==> config.mk <==
export PLATFORM = sky130hd
export DESIGN_NAME = bnn_seq_ctrl
export DESIGN_NICKNAME = d
export VERILOG_FILES = /design/src/rtl/bnn_seq_pkg.sv /design/src/rtl/bnn_beat_cnt.sv /design/src/rtl/bnn_seq_ctrl.sv
export SDC_FILE = /design/constraint.sdc
export NUM_CORES = 1
export LEC_CHECK = 0
export CORE_MARGIN = 2
export CORE_UTILIZATION = 48
export DETAILED_ROUTE_END_ITERATION = 6
export PLACE_DENSITY = 0.79
export SLEW_MARGIN = 20
export SYNTH_ARGS = -nofsm -noshare
export SYNTH_HDL_FRONTEND = slang
export SYNTH_HIERARCHICAL = 1
export SYNTH_SLANG_ARGS = --single-unit
==> constraint.sdc <==
create_clock -name clk -period 3.2 [get_ports clk]
set_clock_uncertainty 0.1 [all_clocks]
set_input_delay 0.32 -clock clk [delete_from_list [all_inputs] [get_ports clk]]
set_output_delay 0.32 -clock clk [all_outputs]
set_load 0.02 [all_outputs]
==> src/rtl/bnn_seq_pkg.sv <==
// Shared types and default phase lengths for the BNN sequencing controller.
// The watchdog timeout constant is only consumed when BNN_SEQ_TIMEOUT_EN is defined.
package bnn_seq_pkg;

    typedef enum logic [2:0] {
        ST_IDLE     = 3'd0,
        ST_CONV_LD  = 3'd1,
        ST_IMG      = 3'd2,
        ST_FC       = 3'd3,
        ST_WAIT_RES = 3'd4,
        ST_DONE     = 3'd5
    } state_e;

    localparam int DEF_KERNEL_TAPS = 9;
    localparam int DEF_NUM_KERNELS = 2;
    localparam int DEF_IMG_PIXELS  = 784;
    localparam int DEF_FC_BEATS    = 338;
    localparam int DEF_TIMEOUT_CYC = 4096;

    function automatic int max3(input int a, input int b, input int c);
        int m;
        m = (a > b) ? a : b;
        return (m > c) ? m : c;
    endfunction

endpackage

==> src/rtl/bnn_beat_cnt.sv <==
// Loadable beat counter; tc_o flags the last beat of the current phase.
// An increment on the terminal count returns to zero, so it never wraps past last_i.
module bnn_beat_cnt #(
    parameter int W = 10
) (
    input  logic         clk,
    input  logic         rst,
    input  logic         load_i,
    input  logic         inc_i,
    input  logic [W-1:0] last_i,
    output logic [W-1:0] cnt_o,
    output logic         tc_o
);

    logic [W-1:0] cnt_q, cnt_d;

    assign tc_o  = (cnt_q == last_i);
    assign cnt_o = cnt_q;

    always_comb begin
        cnt_d = cnt_q;
        if (load_i) begin
            cnt_d = '0;
        end else if (inc_i) begin
            cnt_d = tc_o ? '0 : cnt_q + 1'b1;
        end
    end

    always_ff @(posedge clk or posedge rst) begin
        if (rst) begin
            cnt_q <= '0;
        end else begin
            cnt_q <= cnt_d;
        end
    end

endmodule

==> src/rtl/bnn_seq_ctrl.sv <==
// Sequences conv weights, image pixels and FC weights from one serial source.
// Define BNN_SEQ_TIMEOUT_EN to add the WAIT_RES watchdog (err / class 4'hF).
module bnn_seq_ctrl
    import bnn_seq_pkg::*;
#(
    parameter int KERNEL_TAPS = DEF_KERNEL_TAPS,
    parameter int NUM_KERNELS = DEF_NUM_KERNELS,
    parameter int IMG_PIXELS  = DEF_IMG_PIXELS,
    parameter int FC_BEATS    = DEF_FC_BEATS,
    parameter int TIMEOUT_CYC = DEF_TIMEOUT_CYC
) (
    input  logic                   clk,
    input  logic                   rst,
    input  logic                   start,
    input  logic                   src_valid,
    input  logic [9:0]             src_data,
    output logic                   src_ready,
    input  logic                   core_fc_req,
    input  logic                   core_done,
    input  logic [3:0]             core_class,
    output logic [NUM_KERNELS-1:0] conv_w_en,
    output logic                   conv_w_bit,
    output logic                   pix_valid,
    output logic                   pix_bit,
    output logic                   fc_wvalid,
    output logic [9:0]             fc_w,
    output logic                   busy,
    output logic                   done,
    output logic [3:0]             class_out,
    output logic                   err
);

    localparam int CONV_LEN = NUM_KERNELS * KERNEL_TAPS;
    localparam int MAX_LEN  = max3(CONV_LEN, IMG_PIXELS, FC_BEATS);
    localparam int CW       = (MAX_LEN > 1) ? $clog2(MAX_LEN) : 1;

    state_e                 state_q, state_d;
    logic [CW-1:0]          cnt, last;
    logic                   tc, accept, start_acc, wd_hit;
    logic [NUM_KERNELS-1:0] kern_sel;

    logic [NUM_KERNELS-1:0] conv_w_en_q, conv_w_en_d;
    logic                   conv_w_bit_q, conv_w_bit_d;
    logic                   pix_valid_q, pix_valid_d;
    logic                   pix_bit_q, pix_bit_d;
    logic                   fc_wvalid_q, fc_wvalid_d;
    logic [9:0]             fc_w_q, fc_w_d;
    logic [3:0]             class_q, class_d;

    assign accept    = src_valid & src_ready;
    assign start_acc = (state_q == ST_IDLE) & start;

    bnn_beat_cnt #(.W(CW)) u_cnt (
        .clk    (clk),
        .rst    (rst),
        .load_i (start_acc),
        .inc_i  (accept),
        .last_i (last),
        .cnt_o  (cnt),
        .tc_o   (tc)
    );

    always_comb begin
        last = '0;
        unique case (state_q)
            ST_CONV_LD: last = CW'(CONV_LEN - 1);
            ST_IMG:     last = CW'(IMG_PIXELS - 1);
            ST_FC:      last = CW'(FC_BEATS - 1);
            default:    last = '0;
        endcase
    end

    // Kernel slot n/KERNEL_TAPS found by range compare instead of a divider
    always_comb begin
        kern_sel = '0;
        for (int k = 0; k < NUM_KERNELS; k++) begin
            kern_sel[k] = (cnt >= CW'(k * KERNEL_TAPS)) &&
                          (cnt <  CW'((k + 1) * KERNEL_TAPS));
        end
    end

`ifdef BNN_SEQ_TIMEOUT_EN
    localparam int WW = $clog2(TIMEOUT_CYC + 1);
    logic [WW-1:0] wd_q, wd_d;
    logic          err_q, err_d;

    assign wd_d   = (state_q == ST_WAIT_RES) ? wd_q + 1'b1 : '0;
    assign wd_hit = (state_q == ST_WAIT_RES) && !core_done &&
                    (wd_q == WW'(TIMEOUT_CYC - 1));

    always_comb begin
        err_d = err_q;
        if (start_acc) begin
            err_d = 1'b0;
        end else if (wd_hit) begin
            err_d = 1'b1;
        end
    end

    always_ff @(posedge clk or posedge rst) begin
        if (rst) begin
            wd_q  <= '0;
            err_q <= 1'b0;
        end else begin
            wd_q  <= wd_d;
            err_q <= err_d;
        end
    end

    assign err = err_q;
`else
    assign wd_hit = 1'b0;
    assign err    = 1'b0;
`endif

    always_ff @(posedge clk or posedge rst) begin
        if (rst) begin
            state_q <= ST_IDLE;
        end else begin
            state_q <= state_d;
        end
    end

    always_comb begin
        state_d = state_q;
        unique case (state_q)
            ST_IDLE:     if (start) state_d = ST_CONV_LD;
            ST_CONV_LD:  if (accept && tc) state_d = ST_IMG;
            ST_IMG:      if (accept && tc) state_d = ST_FC;
            ST_FC:       if (accept && tc) state_d = ST_WAIT_RES;
            ST_WAIT_RES: if (core_done || wd_hit) state_d = ST_DONE;
            ST_DONE:     state_d = ST_IDLE;
            default:     state_d = ST_IDLE;
        endcase
    end

    always_comb begin
        src_ready = 1'b0;
        busy      = 1'b1;
        done      = 1'b0;
        unique case (state_q)
            ST_IDLE:     busy = 1'b0;
            ST_CONV_LD:  src_ready = 1'b1;
            ST_IMG:      src_ready = 1'b1;
            ST_FC:       src_ready = core_fc_req;
            ST_WAIT_RES: src_ready = 1'b0;
            ST_DONE:     done = 1'b1;
            default:     busy = 1'b0;
        endcase
    end

    always_comb begin
        conv_w_en_d  = '0;
        conv_w_bit_d = 1'b0;
        pix_valid_d  = 1'b0;
        pix_bit_d    = 1'b0;
        fc_wvalid_d  = 1'b0;
        fc_w_d       = '0;
        class_d      = class_q;
        if (accept && state_q == ST_CONV_LD) begin
            conv_w_en_d  = kern_sel;
            conv_w_bit_d = src_data[0];
        end
        if (accept && state_q == ST_IMG) begin
            pix_valid_d = 1'b1;
            pix_bit_d   = src_data[0];
        end
        if (accept && state_q == ST_FC) begin
            fc_wvalid_d = 1'b1;
            fc_w_d      = src_data;
        end
        if (start_acc) begin
            class_d = 4'h0;
        end else if (state_q == ST_WAIT_RES && core_done) begin
            class_d = core_class;
        end else if (wd_hit) begin
            class_d = 4'hF;
        end
    end

    always_ff @(posedge clk or posedge rst) begin
        if (rst) begin
            conv_w_en_q  <= '0;
            conv_w_bit_q <= 1'b0;
            pix_valid_q  <= 1'b0;
            pix_bit_q    <= 1'b0;
            fc_wvalid_q  <= 1'b0;
            fc_w_q       <= '0;
            class_q      <= 4'h0;
        end else begin
            conv_w_en_q  <= conv_w_en_d;
            conv_w_bit_q <= conv_w_bit_d;
            pix_valid_q  <= pix_valid_d;
            pix_bit_q    <= pix_bit_d;
            fc_wvalid_q  <= fc_wvalid_d;
            fc_w_q       <= fc_w_d;
            class_q      <= class_d;
        end
    end

    assign conv_w_en  = conv_w_en_q;
    assign conv_w_bit = conv_w_bit_q;
    assign pix_valid  = pix_valid_q;
    assign pix_bit    = pix_bit_q;
    assign fc_wvalid  = fc_wvalid_q;
    assign fc_w       = fc_w_q;
    assign class_out  = class_q;

endmodule

==> metrics.md, run 1 <==
| Metric | Value |
|---|---|
| WS Path Type | `reg -> reg` |
| Synth area leaders | `dfrtp_1, xnor2_1, and2_1` |
| Critical Path RT | `3.36 ns` |
| Final Hold Slack | `0.182 ns` |
| Fin Setup TNS | `0 ns` |
| Number of antenna violations at the first check in global routing | `0` |
| Cts bufs inserted | `5` |
| Pwr Total | `0.963 mW` |
| Gr ovfl total | `0` |
| Async SR Flop Fraction | `100%` |
| Initial drt markers | `56` |
| WL per Instance | `14.5 um` |
| Count leader, synth | `dfrtp_1` |
| Fin worst setup slack | `0.444 ns` |
| Fmax | `0.363 GHz` |
| Fin. Hold Viols | `0` |
| Number of synthesized flops with an enable pin | `0` |
| Syn avg cell area | `10.2 um^2` |
| Post-synth top cells | `dfrtp_1, xnor2_1, and2_1` |
| Cell Rows | `21` |
| Synth warnings | `6` |
| Yosys top cell by area | `dfrtp_1` |
| Part of the cycle the worst path needs | `86.1%` |
| P_leak | `0.931 nW` |
| Cts repair resizes | `0` |
| Seq cells post-synth | `33` |
| Vias in the first global route | `1,326` |
| Max Cap Viol | `0` |
| Io pins | `44` |
| Dpl hpwl | `2750 um` |
| Unique masters post-synth | `37` |
| Gate Count Post-Synth | `165` |
| Layout cell share with drive strength beyond 1 | `9.05%` |
| Worst Max-Slew Pin Slew | `0.842 ns` |
| Slew HR | `43.8%` |
| # DRC | `0` |
| Horiz. Die Dim | `63.3 um` |
| CTS root buffer | `clkbuf_4` |
| Area grow syn2layout | `30.5%` |
| Peak supply drop | `0.000287 V` |
| Largest net degree at the start of global routing | `24` |
| Final number of max-transition violations | `0` |
| Vias | `1,336` |
| PD cells | `438 nW/um^2` |
| Clk slew on worst S/H paths | `0.11 ns` |
| Port buffer count | `42` |
| Crit-path max FO | `14` |
| Startpoint types | `register` |
| Clk sink count | `33` |
| Antenna Nets Post-Route | `0` |
| Endpoints failing setup | `0` |
| Die H | `63.3 um` |
| Synthesized area | `1690 um^2` |
| DP Worst Slack | `0.557 ns` |
| Yosys top cell area share | `49.0%` |
| Nets | `230` |
| Outcome | `complete, no violations` |
| Pre-Repair DR Iteration Count | `4` |
| Fillers | `292` |
| N_diodes | `0` |
| Initial Util | `50.1%` |
| Tightest Hold Check Type | `in -> async` |
| Die ar. | `4000 um^2` |
| Final Wtd Congestion | `0.883` |
| H-tree Lvls | `2` |
| Post-Route WL | `3710 um` |
| Unrepaired setup endpoints after global routing | `false` |
| Clock period minus worst slack | `2.76 ns` |
| Ys flop type | `dfrtp_1` |
| Hold-fix buffers at CTS | `0` |
| First-pass GRT wire length | `6240 um` |
| Vias per cell | `5.22` |
| Worst skew pair latency | `0.34 ns` |
| Worst Path Arrival | `2.91 ns` |
| Setup Fix Bufs, Post-CTS | `0` |
| Total GRT Usage | `20.1%` |
| Core area | `3360 um^2` |
| Maximum clock path buffer count | `2` |
| CP endpoint kind | `register` |
| CTS tree | `built` |
| Seq/Total Area, Yosys | `49.0%` |
cells in the final DEF (no fill, tap or decap), types with 2 or more instances in the layout:
cell and instances:
dfrtp_1 33, o21ai_0 9, nand4_1 2, nand2_1 6
inv_1 11, nor4_4 2, mux2i_1 2, a22o_1 5
nand3_1 9, clkbuf_4 5, and2_1 13, conb_1 3
nor3_1 10, a21oi_1 5, and3_1 4, nor4_1 2
clkdlybuf4s50_1 42, clkinv_2 2, xnor2_1 15, nand2b_1 2
nor2_1 7, nor3_2 3
critical path, cell delays in order (launching register included):
cell and delay [ns]:
dfrtp_1 0.59, nor2b_1 0.28, and2_1 0.31, xnor2_1 0.15
nand4_1 0.24, nor3_1 0.52, nand3_1 0.14, o21ai_0 0.10
o21ai_0 0.09, o21ai_0 0.15
final cells by class:
class                      count  area [um^2]  area share [%]
clock buffer                   5         37.5            1.71
clock inverter                 3         17.5           0.796
inverter                      11         41.3            1.88
multi-input combinational    115          793            36.0
sequential                    33          826            37.5
tap                           46         57.6            2.62
timing repair buffer          43          428            19.4
power breakdown:
group          total (mW)  internal [mW]  switching [mW]
Sequential          0.518          0.453          0.0642
Clock               0.228         0.0827           0.145
Combinational       0.218          0.112           0.106
Total               0.963          0.648           0.315
stage by stage:
step / cell area, um^2 / std cells / util [%]
after floorplan: 1690 / 167 / -
after global placement: 2150 / 248 / 63.8
after detailed placement: 2150 / 248 / 63.8
after CTS: 2200 / 256 / 65.4
after global routing: 2200 / 256 / 65.4
final: 2200 / 256 / 65.4
flip-flops by register name (all words and copies together), names as in the netlist:
name	flops
pix_bit	1
class_out	4
conv_w_bit	1
state_q	3
u_cnt/cnt_o	10
fc_w	10
pix_valid	1
fc_wvalid	1
conv_w_en	2
worst paths after layout:
kind                            slack, ns         start             end  depth (start not counted)
worst max-delay path                 0.44    state_q[1]      state_q[0]                          9
worst min-delay path                 0.18           rst  u_cnt/cnt_o[3]                          2
worst max register to register       0.44    state_q[1]      state_q[0]                          9
worst min register to register       0.44  class_out[1]    class_out[1]                          1
max in group asynchronous            2.10           rst      state_q[1]                          2
min in group clk                     0.42   src_data[7]         fc_w[7]                          2
per-layer routing:
| layer | GRT usage, % | vias up | part of all wire, % |
|---|---|---|---|
| met5 | 0 | - | 0 |
| met2 | 34.6 | 47 | 51 |
| met4 | 7.34 | 0 | 0.86 |
| met3 | 6.25 | 4 | 6.5 |
| li1 | - | 653 | - |
| met1 | 23.6 | 632 | 42 |
kinds of logic after synthesis:
kind of cell	after synthesis	synth area share (%)
XOR/XNOR	16	8.31
multiplexers	2	1.19
flip-flops	33	49.0
buffers and inverters	19	4.82
adder cells (fa/ha/maj)	1	0.742
AO/OA/AOI/OAI	24	10.2
other	1	0.222
AND/OR/NAND/NOR	69	25.6
Power figures use the tool's default switching activity.
==> run 2, diff against run 1 <==
--- a/config.mk
+++ b/config.mk
@@ -5,6 +5,7 @@
 export SDC_FILE = /design/constraint.sdc
 export NUM_CORES = 1
 export LEC_CHECK = 0
+export ABC_CLOCK_PERIOD_IN_PS = 3200
 export CORE_MARGIN = 2
 export CORE_UTILIZATION = 48
 export DETAILED_ROUTE_END_ITERATION = 6
==> constraint.sdc (replaced) <==
create_clock -name clk -period 3.2 [get_ports clk]
set_clock_uncertainty 0.1 [all_clocks]
set_input_delay 0.64 -clock clk [delete_from_list [all_inputs] [get_ports clk]]
set_output_delay 0.64 -clock clk [all_outputs]
set_load 0.02 [all_outputs]
==> metrics.md, run 2 (same netlist as run 1, synthesis figures left out) <==
| Metric | Value |
|---|---|
| Outcome | `complete, no violations` |
| Final Wtd Congestion | `0.913` |
| Port buffer count | `42` |
| Unrepaired setup endpoints after global routing | `false` |
| Layout cell share with drive strength beyond 1 | `9.48%` |
| Crit path max-delay family | `buffers and inverters` |
| Cell Rows | `21` |
| Area grow syn2layout | `30.9%` |
| Cell mode on critical path | `clkdlybuf4s50_1` |
| Maximum clock path buffer count | `2` |
| Slew HR | `45.1%` |
| # DRC | `0` |
| WS Path Type | `in -> out` |
| Io pins | `44` |
| CTS root buffer | `clkbuf_4` |
| Max Cap Viol | `0` |
| Vias per cell | `5.27` |
| CP endpoint kind | `primary output` |
| Crit-path max FO | `3` |
| Worst Path Arrival | `2.00 ns` |
| Antenna Nets Post-Route | `0` |
| Most frequent cells in the layout | `clkdlybuf4s50_1, dfrtp_1, xnor2_1` |
| Peak supply drop | `0.000244 V` |
| Total GRT Usage | `19.4%` |
| Cts bufs inserted | `5` |
| FF+latch area | `826 um^2` |
| Crit-path cells | `clkdlybuf4s50_1, nand2b_1, o21a_1, clkdlybuf4s50_1` |
| Clk sink count | `33` |
| Fillers | `283` |
| Nets | `231` |
| Horiz. Die Dim | `63.3 um` |
| CTS tree | `built` |
| Fin Setup TNS | `0 ns` |
| Endpoints failing setup | `0` |
| Die H | `63.3 um` |
| Vias in the first global route | `1,288` |
| Dpl hpwl | `2570 um` |
| Core area | `3360 um^2` |
| PD cells | `437 nW/um^2` |
| Cts repair resizes | `0` |
| CP Buf/Inv Count | `2` |
| H-tree Lvls | `2` |
| Worst path max stage delay | `0.60 ns` |
| Fmax | `0.365 GHz` |
| Gr ovfl total | `0` |
| Flop2flop setup slack | `0.46 ns` |
| Vias | `1,354` |
| P_leak | `0.936 nW` |
| N_diodes | `0` |
| WL per Instance | `13.6 um` |
| Most common cell after layout, fill and taps aside | `clkdlybuf4s50_1` |
| Slowest stage cell, crit path | `clkdlybuf4s50_1` |
| Initial Util | `50.1%` |
| Final number of max-transition violations | `0` |
| Largest net degree at the start of global routing | `24` |
| Tightest Hold Check Type | `reg -> reg` |
| Worst Max-Slew Pin Slew | `0.822 ns` |
| Multi-input gate area | `793 um^2` |
| Worst skew pair latency | `0.34 ns` |
| Fin. Hold Viols | `0` |
| Startpoint types | `input pin` |
| Die ar. | `4000 um^2` |
| Initial drt markers | `78` |
| Clk slew on worst S/H paths | `0.11 ns` |
| Setup Fix Bufs, Post-CTS | `0` |
| Part of the cycle the worst path needs | `85.6%` |
| Post-Route WL | `3500 um` |
| Clock period minus worst slack | `2.74 ns` |
| Pre-Repair DR Iteration Count | `4` |
| First-pass GRT wire length | `6090 um` |
| Critical Path RT | `2.46 ns` |
| Hold-fix buffers at CTS | `0` |
| Layout Utilization | `65.7%` |
| Number of antenna violations at the first check in global routing | `0` |
==> run 2: cell types whose count changed in the layout (fill, tap and decap cells not counted) <==
cell / before / now
buf_4: 1 / 2
==> run 2: cell type report <==
| cell class | count | share of cell area [%] |
|---|---|---|
| flip-flops and latches | 33 | 37.4 |
| inverters | 11 | 1.87 |
| clock inverters | 3 | 0.793 |
| clock buffers | 5 | 1.70 |
| repair buffers | 44 | 19.7 |
| well taps | 46 | 2.61 |
| multi-input cells | 115 | 35.9 |
==> run 2: power breakdown <==
group,switching (mW),internal (mW),total [mW],leakage [nW]
clock,0.149,0.0827,0.232,0.0310
sequential,0.0636,0.453,0.517,0.444
combinational,0.104,0.112,0.216,0.461
==> run 2: worst paths after layout <==
kind / from / endpoint / depth (start not counted)
hold reg to reg: class_out[2] / class_out[2] / 1
setup / recovery: core_fc_req / src_ready / 4
max in group asynchronous: rst / conv_w_bit / 2
setup reg to reg: state_q[1] / state_q[1] / 9
hold / removal: class_out[2] / class_out[2] / 1
min in group asynchronous: rst / u_cnt/cnt_o[2] / 2
==> run 2: metrics by stage <==
| step | instance area (um^2) | hold slack, ns | setup WS (ns) | total power [mW] | instances |
|---|---|---|---|---|---|
| 6_report | 2210 | 0.436 | 0.461 | 0.965 | 257 |
| 5_1_grt | 2210 | 0.482 | 0.160 | 1.02 | 257 |
| 4_1_cts | 2210 | 0.443 | 0.445 | 0.976 | 257 |
| 3_5_place_dp | 2150 | 0.414 | 0.383 | 0.741 | 249 |
| 3_3_place_gp | 2150 | 0.415 | 0.486 | 0.734 | 249 |
| 2_1_floorplan | 1690 | 0.380 | 1.01 | 0.661 | 167 |
==> run 2: metal layers <==
layer	wire length [um]	GRT usage, %	part of all wire, %	vias up
li1	-	-	-	663
met1	1510	24.5	43	637
met2	1720	31.1	49	48
met3	221	6.07	6.3	6
met4	48	7.61	1.4	0
met5	0	0	0	-
==> run 2: worst reg2reg max path, cell delays in order, from the launching register on <==
cell     delay, ns
dfrtp_1       0.62
nor2b_1       0.28
and2_1        0.32
xnor2_1       0.17
nand4_1       0.23
nor3_1        0.48
nand3_1       0.17
a21oi_1       0.14
a21oi_1       0.05
nor2_1        0.10
